### src/rtl/mem_port_arbiter_if.sv
// Purpose: request, response and memory-port bundle between pipeline, arbiter and memory.
// Latency: wiring only; all timing is set by the arbiter.
// Backpressure: requests are held until their Done pulse; memory stretches via MemValid.
interface mem_port_arbiter_if;
  logic        IFReq;
  logic [31:0] IFAddr;
  logic [31:0] IFData;
  logic        IFDone;
  logic        DReq;
  logic        DWrite;
  logic [31:0] DAddr;
  logic [31:0] DWData;
  logic [31:0] DRData;
  logic        DDone;
  logic        MemEn;
  logic        MemWe;
  logic [31:0] MemAddr;
  logic [31:0] MemWData;
  logic [31:0] MemRData;
  logic        MemValid;
  logic        PCWrite;
  logic        IFIDWrite;
  logic        MemStall;

  // Arbiter side
  modport slave (
    input  IFReq, IFAddr, DReq, DWrite, DAddr, DWData, MemRData, MemValid,
    output IFData, IFDone, DRData, DDone, MemEn, MemWe, MemAddr, MemWData,
           PCWrite, IFIDWrite, MemStall
  );

  // Pipeline + memory side
  modport master (
    output IFReq, IFAddr, DReq, DWrite, DAddr, DWData, MemRData, MemValid,
    input  IFData, IFDone, DRData, DDone, MemEn, MemWe, MemAddr, MemWData,
           PCWrite, IFIDWrite, MemStall
  );
endinterface

### src/rtl/mem_port_arbiter.sv
// Purpose: arbitrates IF fetches and MEM loads/stores onto one memory port, data first with a fetch starvation cap.
// Latency: request in IDLE -> MemEn next cycle -> Done one cycle after MemValid (min 2); one turnaround cycle after each Done.
// Backpressure: requesters hold Req until Done; pipeline is frozen through PCWrite/IFIDWrite/MemStall meanwhile.
module mem_port_arbiter #(
  parameter int STARVE_MAX = 4
) (
  input logic              Clk,
  input logic              Rst_n,
  mem_port_arbiter_if.slave bus
);

  localparam int SW = $clog2(STARVE_MAX + 1);
  localparam logic [SW-1:0] SMAX = SW'(STARVE_MAX);
  localparam logic [SW-1:0] SONE = SW'(1);

  typedef enum logic [1:0] {IDLE, I_BUSY, D_BUSY} state_t;

  state_t        state_q;
  logic          mem_en_q;
  logic          mem_we_q;
  logic [31:0]   mem_addr_q;
  logic [31:0]   mem_wdata_q;
  logic [31:0]   if_data_q;
  logic [31:0]   d_rdata_q;
  logic          if_done_q;
  logic          d_done_q;
  logic [SW-1:0] starve_q;

  logic i_elig;
  logic d_elig;
  logic turnaround;
  logic hold_if;
  logic hold_d;

  // A Done cycle masks its own stale request; it is also a turnaround cycle in
  // which no new grant is made, so IDLE is one full cycle between transactions.
  assign i_elig     = bus.IFReq & ~if_done_q;
  assign d_elig     = bus.DReq & ~d_done_q;
  assign turnaround = if_done_q | d_done_q;

  // Single registered FSM: arbitration in IDLE, hold the port while busy, pulse Done on MemValid.
  always_ff @(posedge Clk or negedge Rst_n) begin
    if (!Rst_n) begin
      state_q     <= IDLE;
      mem_en_q    <= 1'b0;
      mem_we_q    <= 1'b0;
      mem_addr_q  <= '0;
      mem_wdata_q <= '0;
      if_data_q   <= '0;
      d_rdata_q   <= '0;
      if_done_q   <= 1'b0;
      d_done_q    <= 1'b0;
      starve_q    <= '0;
    end else begin
      if_done_q <= 1'b0;
      d_done_q  <= 1'b0;
      if (!bus.IFReq) starve_q <= '0;
      case (state_q)
        IDLE: begin
          if (!turnaround) begin
            if (d_elig && (!i_elig || starve_q < SMAX)) begin
              state_q     <= D_BUSY;
              mem_en_q    <= 1'b1;
              mem_we_q    <= bus.DWrite;
              mem_addr_q  <= bus.DAddr;
              mem_wdata_q <= bus.DWData;
              // The grant condition already guarantees starve_q < SMAX here,
              // so the increment saturates at SMAX by construction.
              if (i_elig) starve_q <= starve_q + SONE;
            end else if (i_elig) begin
              state_q    <= I_BUSY;
              mem_en_q   <= 1'b1;
              mem_we_q   <= 1'b0;
              mem_addr_q <= bus.IFAddr;
              starve_q   <= '0;
            end
          end
        end
        I_BUSY: begin
          if (bus.MemValid) begin
            state_q   <= IDLE;
            mem_en_q  <= 1'b0;
            if_done_q <= 1'b1;
            if_data_q <= bus.MemRData;
          end
        end
        D_BUSY: begin
          if (bus.MemValid) begin
            state_q  <= IDLE;
            mem_en_q <= 1'b0;
            d_done_q <= 1'b1;
            if (!mem_we_q) d_rdata_q <= bus.MemRData;
          end
        end
        default: state_q <= IDLE;
      endcase
    end
  end

  // Pipeline freeze: hold fetch side while a fetch is outstanding, hold everything while data is outstanding.
  always_comb begin
    hold_if = bus.IFReq & ~if_done_q;
    hold_d  = bus.DReq & ~d_done_q;
  end

  assign bus.PCWrite   = ~(hold_if | hold_d);
  assign bus.IFIDWrite = ~(hold_if | hold_d);
  assign bus.MemStall  = hold_d;

  assign bus.MemEn    = mem_en_q;
  assign bus.MemWe    = mem_we_q;
  assign bus.MemAddr  = mem_addr_q;
  assign bus.MemWData = mem_wdata_q;
  assign bus.IFData   = if_data_q;
  assign bus.IFDone   = if_done_q;
  assign bus.DRData   = d_rdata_q;
  assign bus.DDone    = d_done_q;

endmodule

### src/flat_wrapper.sv
// flat-port wrapper written by rule: the top's interface ports become plain ports
module mem_port_arbiter_flat 
#(
  parameter int STARVE_MAX = 4
)
  (Clk, Rst_n, bus_IFReq, bus_IFAddr, bus_DReq, bus_DWrite, bus_DAddr, bus_DWData, bus_MemRData, bus_MemValid, bus_IFData, bus_IFDone, bus_DRData, bus_DDone, bus_MemEn, bus_MemWe, bus_MemAddr, bus_MemWData, bus_PCWrite, bus_IFIDWrite, bus_MemStall);
  mem_port_arbiter_if bus_i ();
  input logic Clk;
  input logic Rst_n;
  input wire logic [$bits(bus_i.IFReq)-1:0] bus_IFReq;
  input wire logic [$bits(bus_i.IFAddr)-1:0] bus_IFAddr;
  input wire logic [$bits(bus_i.DReq)-1:0] bus_DReq;
  input wire logic [$bits(bus_i.DWrite)-1:0] bus_DWrite;
  input wire logic [$bits(bus_i.DAddr)-1:0] bus_DAddr;
  input wire logic [$bits(bus_i.DWData)-1:0] bus_DWData;
  input wire logic [$bits(bus_i.MemRData)-1:0] bus_MemRData;
  input wire logic [$bits(bus_i.MemValid)-1:0] bus_MemValid;
  output wire logic [$bits(bus_i.IFData)-1:0] bus_IFData;
  output wire logic [$bits(bus_i.IFDone)-1:0] bus_IFDone;
  output wire logic [$bits(bus_i.DRData)-1:0] bus_DRData;
  output wire logic [$bits(bus_i.DDone)-1:0] bus_DDone;
  output wire logic [$bits(bus_i.MemEn)-1:0] bus_MemEn;
  output wire logic [$bits(bus_i.MemWe)-1:0] bus_MemWe;
  output wire logic [$bits(bus_i.MemAddr)-1:0] bus_MemAddr;
  output wire logic [$bits(bus_i.MemWData)-1:0] bus_MemWData;
  output wire logic [$bits(bus_i.PCWrite)-1:0] bus_PCWrite;
  output wire logic [$bits(bus_i.IFIDWrite)-1:0] bus_IFIDWrite;
  output wire logic [$bits(bus_i.MemStall)-1:0] bus_MemStall;
  assign bus_i.IFReq = bus_IFReq;
  assign bus_i.IFAddr = bus_IFAddr;
  assign bus_i.DReq = bus_DReq;
  assign bus_i.DWrite = bus_DWrite;
  assign bus_i.DAddr = bus_DAddr;
  assign bus_i.DWData = bus_DWData;
  assign bus_i.MemRData = bus_MemRData;
  assign bus_i.MemValid = bus_MemValid;
  assign bus_IFData = bus_i.IFData;
  assign bus_IFDone = bus_i.IFDone;
  assign bus_DRData = bus_i.DRData;
  assign bus_DDone = bus_i.DDone;
  assign bus_MemEn = bus_i.MemEn;
  assign bus_MemWe = bus_i.MemWe;
  assign bus_MemAddr = bus_i.MemAddr;
  assign bus_MemWData = bus_i.MemWData;
  assign bus_PCWrite = bus_i.PCWrite;
  assign bus_IFIDWrite = bus_i.IFIDWrite;
  assign bus_MemStall = bus_i.MemStall;
  mem_port_arbiter #(.STARVE_MAX(STARVE_MAX)) u_core (.Clk(Clk), .Rst_n(Rst_n), .bus(bus_i));
endmodule
### config.mk
export PLATFORM = sky130hd
export DESIGN_NAME = mem_port_arbiter_flat
export DESIGN_NICKNAME = d
export VERILOG_FILES = /design/src/rtl/mem_port_arbiter_if.sv /design/src/rtl/mem_port_arbiter.sv /design/src/flat_wrapper.sv
export SDC_FILE = /design/constraint.sdc
export NUM_CORES = 1
export LEC_CHECK = 0
export ABC_AREA = 1
export CAP_MARGIN = 25
export CORE_UTILIZATION = 38
export DETAILED_ROUTE_END_ITERATION = 12
export GPL_TIMING_DRIVEN = 0
export PLACE_DENSITY = 0.77
export SLEW_MARGIN = 20
export SYNTH_ARGS = -nofsm -noshare
export SYNTH_HDL_FRONTEND = slang
export SYNTH_SLANG_ARGS = --single-unit
### constraint.sdc
create_clock -name Clk -period 1.48 [get_ports Clk]
set_input_delay 0.444 -clock Clk [delete_from_list [all_inputs] [get_ports Clk]]
set_output_delay 0.444 -clock Clk [all_outputs]
set_load 0.005 [all_outputs]
### Yosys cells after proc, flatten, opt, wreduce, memory -nomap -nowiden

Index checks and enable logic that the tools add are counted.

| cells by class | value |
|---|---|
| $add $sub $neg | 1 |
| multipliers | 0 |
| divide/modulo/power cells | 0 |
| magnitude comparators | 1 |
| equality and inequality tests | 5 |
| shifts and indexed selects | 0 |
| multiplexer cells | 23 |
| bitwise logic cells | 9 |
| reduce and logical (&&, ||, !) cells | 13 |

Operator list:

| operator | count |
|---|---|
| 32-bit two-way mux | 2 |
| 3-bit two-way mux | 6 |
| 3-bit AND reduction | 4 |
| 1-bit two-way mux | 9 |
| 2-bit two-way mux | 4 |
| 1-bit NOT | 5 |
| 2-bit one-hot mux with 2 select lines | 1 |
| 4-bit AND reduction | 1 |
| 2-bit nonzero test | 2 |
| 3-bit by 1-bit adder with 3-bit output (second input constant) | 1 |
| 3-bit less-than comparator (second input constant) | 1 |
| 3-bit by 1-bit inequality test with 1-bit output (second input constant) | 1 |
| 1-bit bitwise AND | 2 |
| 2-bit by 1-bit == test with 1-bit output (second input constant) | 1 |
| 2-bit == test (second input constant) | 1 |
| 2-bit zero test | 1 |
| 2-bit by 1-bit inequality test with 1-bit output (second input constant) | 1 |
| 2-bit inequality test (second input constant) | 1 |
| 1-bit bitwise OR | 2 |
| 1-bit one-hot mux with 2 select lines | 1 |
| 2-bit AND reduction | 1 |
| 2-bit OR reduction | 1 |
| 1-bit logical AND | 1 |
| 1-bit zero test | 1 |
| 1-bit logical OR | 1 |

| word-level totals | value |
|---|---|
| register bits | 137 |
| bits in latches | 0 |
| bits in writable memories | 0 |
| memory bits (read-only) | 0 |
| input bits | 134 |
| output and inout bits | 135 |
| logic and storage cells | 62 |
| memories kept | 0 |

### Logic depth before layout (Yosys ltp)

| logic depth | value |
|---|---|
| depth in word-level cells | 8 |
| mapped depth | 9 |
| gate-level depth less buffers | 8 |

### Worst setup path before layout

Ideal clock, no wire load.

| timing | value |
|---|---|
| kind | reg2reg |
| start point | register u_core.state_q[0] |
| end point | register u_core.d_rdata_q[11] (netlist: u_core.bus.DRData[11]) |
| setup time | 0.131 ns |
| data arrival time | 1.247 ns |
| data required time | 1.349 ns |
| path slack | 0.102 ns |
| stages on the path, launching flop included | 9 |
| path buffers | 2 |
| period minus slack after synthesis | 1.378 ns |
| path through | dfrtp_1 inv_1 ha_1 nand2_1 or2_1 buf_2 buf_2 nand2_1 o21ai_0 |

| on the way | value |
|---|---|
| longest elaborated chain between the ends | 2 |

Ends and longest elaborated chain:

| what | line | source |
|---|---|---|
| from (decl) | mem_port_arbiter.sv:18 | `state_t state_q;` |
| from (signal assigned) | mem_port_arbiter.sv:44 | `state_q <= IDLE;` |
| from (signal assigned) | mem_port_arbiter.sv:62 | `state_q <= D_BUSY;` |
| from (signal assigned) | mem_port_arbiter.sv:71 | `state_q <= I_BUSY;` |
| 2-bit == test | mem_port_arbiter.sv:58 | `case (state_q)` |
| 3-bit AND reduction (no source line) | - |  |
| to (signal assigned) | mem_port_arbiter.sv:92 | `if (!mem_we_q) d_rdata_q <= bus.MemRData;` |
| to (decl) | mem_port_arbiter.sv:24 | `logic [31:0] d_rdata_q;` |

Every way passes these cells.
A chain may end at the register's enable or synchronous reset.

### Worst setup path in the final report

| timing | value |
|---|---|
| start point | register u_core.if_done_q (netlist: u_core.bus.IFDone) |
| end point | output port bus_PCWrite |

| on the way | value |
|---|---|
| longest elaborated chain between the ends | 4 |

Ends and longest elaborated chain:

| what | line | source |
|---|---|---|
| from (decl) | mem_port_arbiter.sv:25 | `logic if_done_q;` |
| from (signal assigned) | mem_port_arbiter.sv:51 | `if_done_q <= 1'b0;` |
| from (signal assigned) | mem_port_arbiter.sv:55 | `if_done_q <= 1'b0;` |
| from (signal assigned) | mem_port_arbiter.sv:83 | `if_done_q <= 1'b1;` |
| 1-bit NOT | mem_port_arbiter.sv:102 | `hold_if = bus.IFReq & ~if_done_q;` |
| 1-bit bitwise AND | mem_port_arbiter.sv:102 |  |
| 1-bit bitwise OR | mem_port_arbiter.sv:106 | `assign bus.PCWrite = ~(hold_if \| hold_d);` |
| 1-bit NOT | mem_port_arbiter.sv:106 |  |
| to (decl) | flat_wrapper.sv:26 | `output wire logic [$bits(bus_i.PCWrite)-1:0] bus_PCWrite;` |

Every way passes these cells.

==> impl_results.md <==
- CTS tree: done
- GRT Overall Usage: 0.2296
- Final layout net count: 1176
- Synthesized area per cell: 8.634 um2
- Num Clock Sinks: 137
- Arrival time at the worst endpoint: 1310 ps
- Synthesized instance count: 683
- Top-level I/O count: 269
- Number of global-route vias before repair: 5682
- First drt pass iteration count: 4
- Violated checks: setup timing
- Remaining max-slew budget at the tightest pin: 0.6775
- Crit path time final: 1751 ps
- Top cells by count, synth: nand2_1 (278), dfrtp_1 (137), inv_1 (75)
- Number of flip-flops and latches in the synthesized netlist: 137
- FILL cells: 1183
- Path class of the lowest-slack min-delay path: flip-flop to flip-flop
- Remaining routing DRC violations: 0
- DIE AREA: 0.01602 mm2
- Std cell rows: 45
- Crit start category: flip-flop
- Number of flops mapped to enable cells by yosys: 0
- TritonCTS Buffers: 17
- Instance area at placement: 0.008847 mm2
- Htree depth: 4
- Clock latency reported for the late side of the worst-skew pair: 410 ps
- Total standard cell area after synthesis: 0.005897 mm2
- Die height: 126.6 um
- Post-synth top area cell: dfrtp_1
- Hold Violations, Final: 0
- Final Skew: 8.877 ps
- Least setup slack across all paths after layout: -271.3 ps
- Setup TNS Final: -4481 ps
- Area growth, synth to finish: 73.33%
- Cell Pwr Density: 1957 mW/mm2
- Most used DFF post-synth: dfrtp_1
- Maximum ir drop on the vdd rail: 1.001 mV
- Post-synth cell types: 24
- Crit path from: u_core.bus.IFDone$_DFF_PN0_
- Final clock period utilization by the worst path: 1.183
- Share of the synthesized area in the top cell type: 0.5814
- Count of vias placed by the detailed router: 5826
- Min Hold Slack: 466.0 ps
- Number of buffers inserted by port buffering: 268
- Max Fclk: 571.0 MHz
- Data required time at the worst endpoint: 1040 ps
- Number of violations reported at the end of detailed-routing iteration 0: 225
- Library cell with the highest instance count after synthesis: nand2_1
- Status: finished, violations left
- Path type of the worst setup path: flip-flop to primary output
- Final Util: 0.6748
- Average via count per standard cell: 4.702
- Final RePlAce weighted congestion: 0.7655
- Min-Delay Startpoint: u_core.bus.MemEn$_DFFE_PN0P_
- Synth Net Count: 821
- Final count of negative-setup-slack endpoints: 90
- Fraction of layout instances using a drive strength above 1: 0.3330
- Wire length of the first global-routing pass: 28500 um
- Clock transition at the registers of the reported paths: 50 ps
- Share of flip-flops with an asynchronous set or reset after synthesis: 1.000
- Transition at the pin with the smallest max-transition slack: 483.7 ps
- Cell area after layout: 0.01022 mm2
- Starting Density: 0.3893
- CP endpoint kind: primary output
- Maximum number of pins on one net before global-route repair: 77
- Unrepaired setup endpoints after global routing: yes
- Largest fanout on the critical path: 3
- DP HPWL: 12390 um
- Total of warnings raised by yosys: 0
- Maximum number of buffers from clock root to sink: 2
- Area of the core region: 0.01515 mm2
- Synth top area cells: dfrtp_1 (58%), nand2_1 (18%), o21ai_0 (5.0%)
- Routed wire per std cell: 15.76 um
- FF-to-FF Start: u_core.bus.DDone$_DFF_PN0_
- Diodes inserted: 0
- Static leakage: 0.005354 uW
- Width of the die: 126.6 um
- Max-slew violation count: 0
- Max-cap violation count: 0
- Sequential fraction of the synthesis area: 0.5814
- Number of antenna violations at the first check in global routing: 0
- Root buffer cell: clkbuf_16
- Antenna-violating nets left: 0
- Drt total wl: 19530 um
- Global route overflow: 0
==> cell families after synthesis <==
| group | Yosys count | share of synthesized area |
|---|---|---|
| AOI/OAI and AO/OA | 67 | 0.05750 |
| DFF | 137 | 0.5814 |
| buffers and inverters | 116 | 0.08614 |
| adders and majority gates | 4 | 0.008488 |
| and+or+nand+nor | 359 | 0.2665 |
==> power breakdown <==
group / internal (uW) / total (uW) / switching (uW)
Combinational: 4950 / 9500 / 4550
Sequential: 5510 / 6580 / 1070
Clock: 2310 / 3920 / 1610
==> path summary, 6_finish.rpt <==
path | end | slack [ps] | cells after the start
max | bus_PCWrite | -270 | 6
min reg2reg | u_core.bus.MemEn$_DFFE_PN0P_ | 470 | 2
min in group asynchronous | u_core.bus.MemAddr[14]$_DFFE_PN0P_ | 560 | 2
max in group asynchronous | u_core.bus.IFData[6]$_DFFE_PN0P_ | 160 | 3
max reg2reg | u_core.bus.MemWData[23]$_DFFE_PN0P_ | -100 | 11
min | u_core.bus.MemEn$_DFFE_PN0P_ | 470 | 2
==> stage by stage <==
| step | std cells | power (uW) | worst slack [ps] |
|---|---|---|---|
| 2_1_floorplan | 683 | 9568 | 102.2 |
| 5_1_grt | 1239 | 21330 | -335.6 |
| 3_5_place_dp | 1140 | 14490 | -1077 |
| 4_1_cts | 1196 | 18410 | -295.0 |
| 3_3_place_gp | 1139 | 14280 | -5705 |
| 6_report | 1239 | 20000 | -271.3 |
==> worst max-delay path, cell delays in order (launching register included) <==
cell and delay [ps]:
dfrtp_1 400, inv_2 90, nand2_4 50, nand2_4 100
inv_6 50, buf_6 110, buf_6 100
==> layout by cell type, fill, tap and decap left out, types with 33 or more instances in the layout <==
master           count
clkbuf_2            96
dfrtp_1            136
nand2_2             44
nand3b_1            33
nand3_1             33
o21ai_0             33
clkdlybuf4s50_1    130
inv_1               72
buf_4               49
nand2_1            214
==> state kept, by name, summed over array words and instances, names as in the netlist <==
signal	flops
u_core.bus.DRData	32
u_core.bus.IFData	32
u_core.bus.MemAddr	32
u_core.bus.MemWData	32
u_core.starve_q	3
u_core.state_q	2
u_core.bus.DDone	1
u_core.bus.IFDone	1
u_core.bus.MemEn	1
u_core.bus.MemWe	1
==> layer usage <==
layer,part of all wire,global-route usage,vias to the layer above
met2,0.53,0.3936,184
met1,0.39,0.2694,2779
met3,0.058,0.07212,30
li1,-,-,2833
met5,0,0,-
met4,0.021,0.08717,0
==> area by class of cell <==
cell class                      count  area, um2  area share
Sequential cell                   137       3430      0.3355
Clock inverter                     15      126.4     0.01236
Multi-Input combinational cell    431       2375      0.2323
Inverter                           80      325.3     0.03183
Clock buffer                       17      425.4     0.04162
Tap cell                          188      235.2     0.02301
Timing Repair Buffer              337       2919      0.2856
Buffer                             33      376.6     0.03685
Timing Repair inverter              1      8.758   0.0008569
==> timing repair <==
item | CTS | global route
cloned | 2 | 11
buffers inserted | 23 | 33
resized for setup | 381 | 260
hold buffers | 1 | 0
endpoints found under the hold margin | 61 | 0
pin swaps | 6 | 25
endpoints found under the setup margin | 262 | 227
Power figures use the tool's default switching activity.
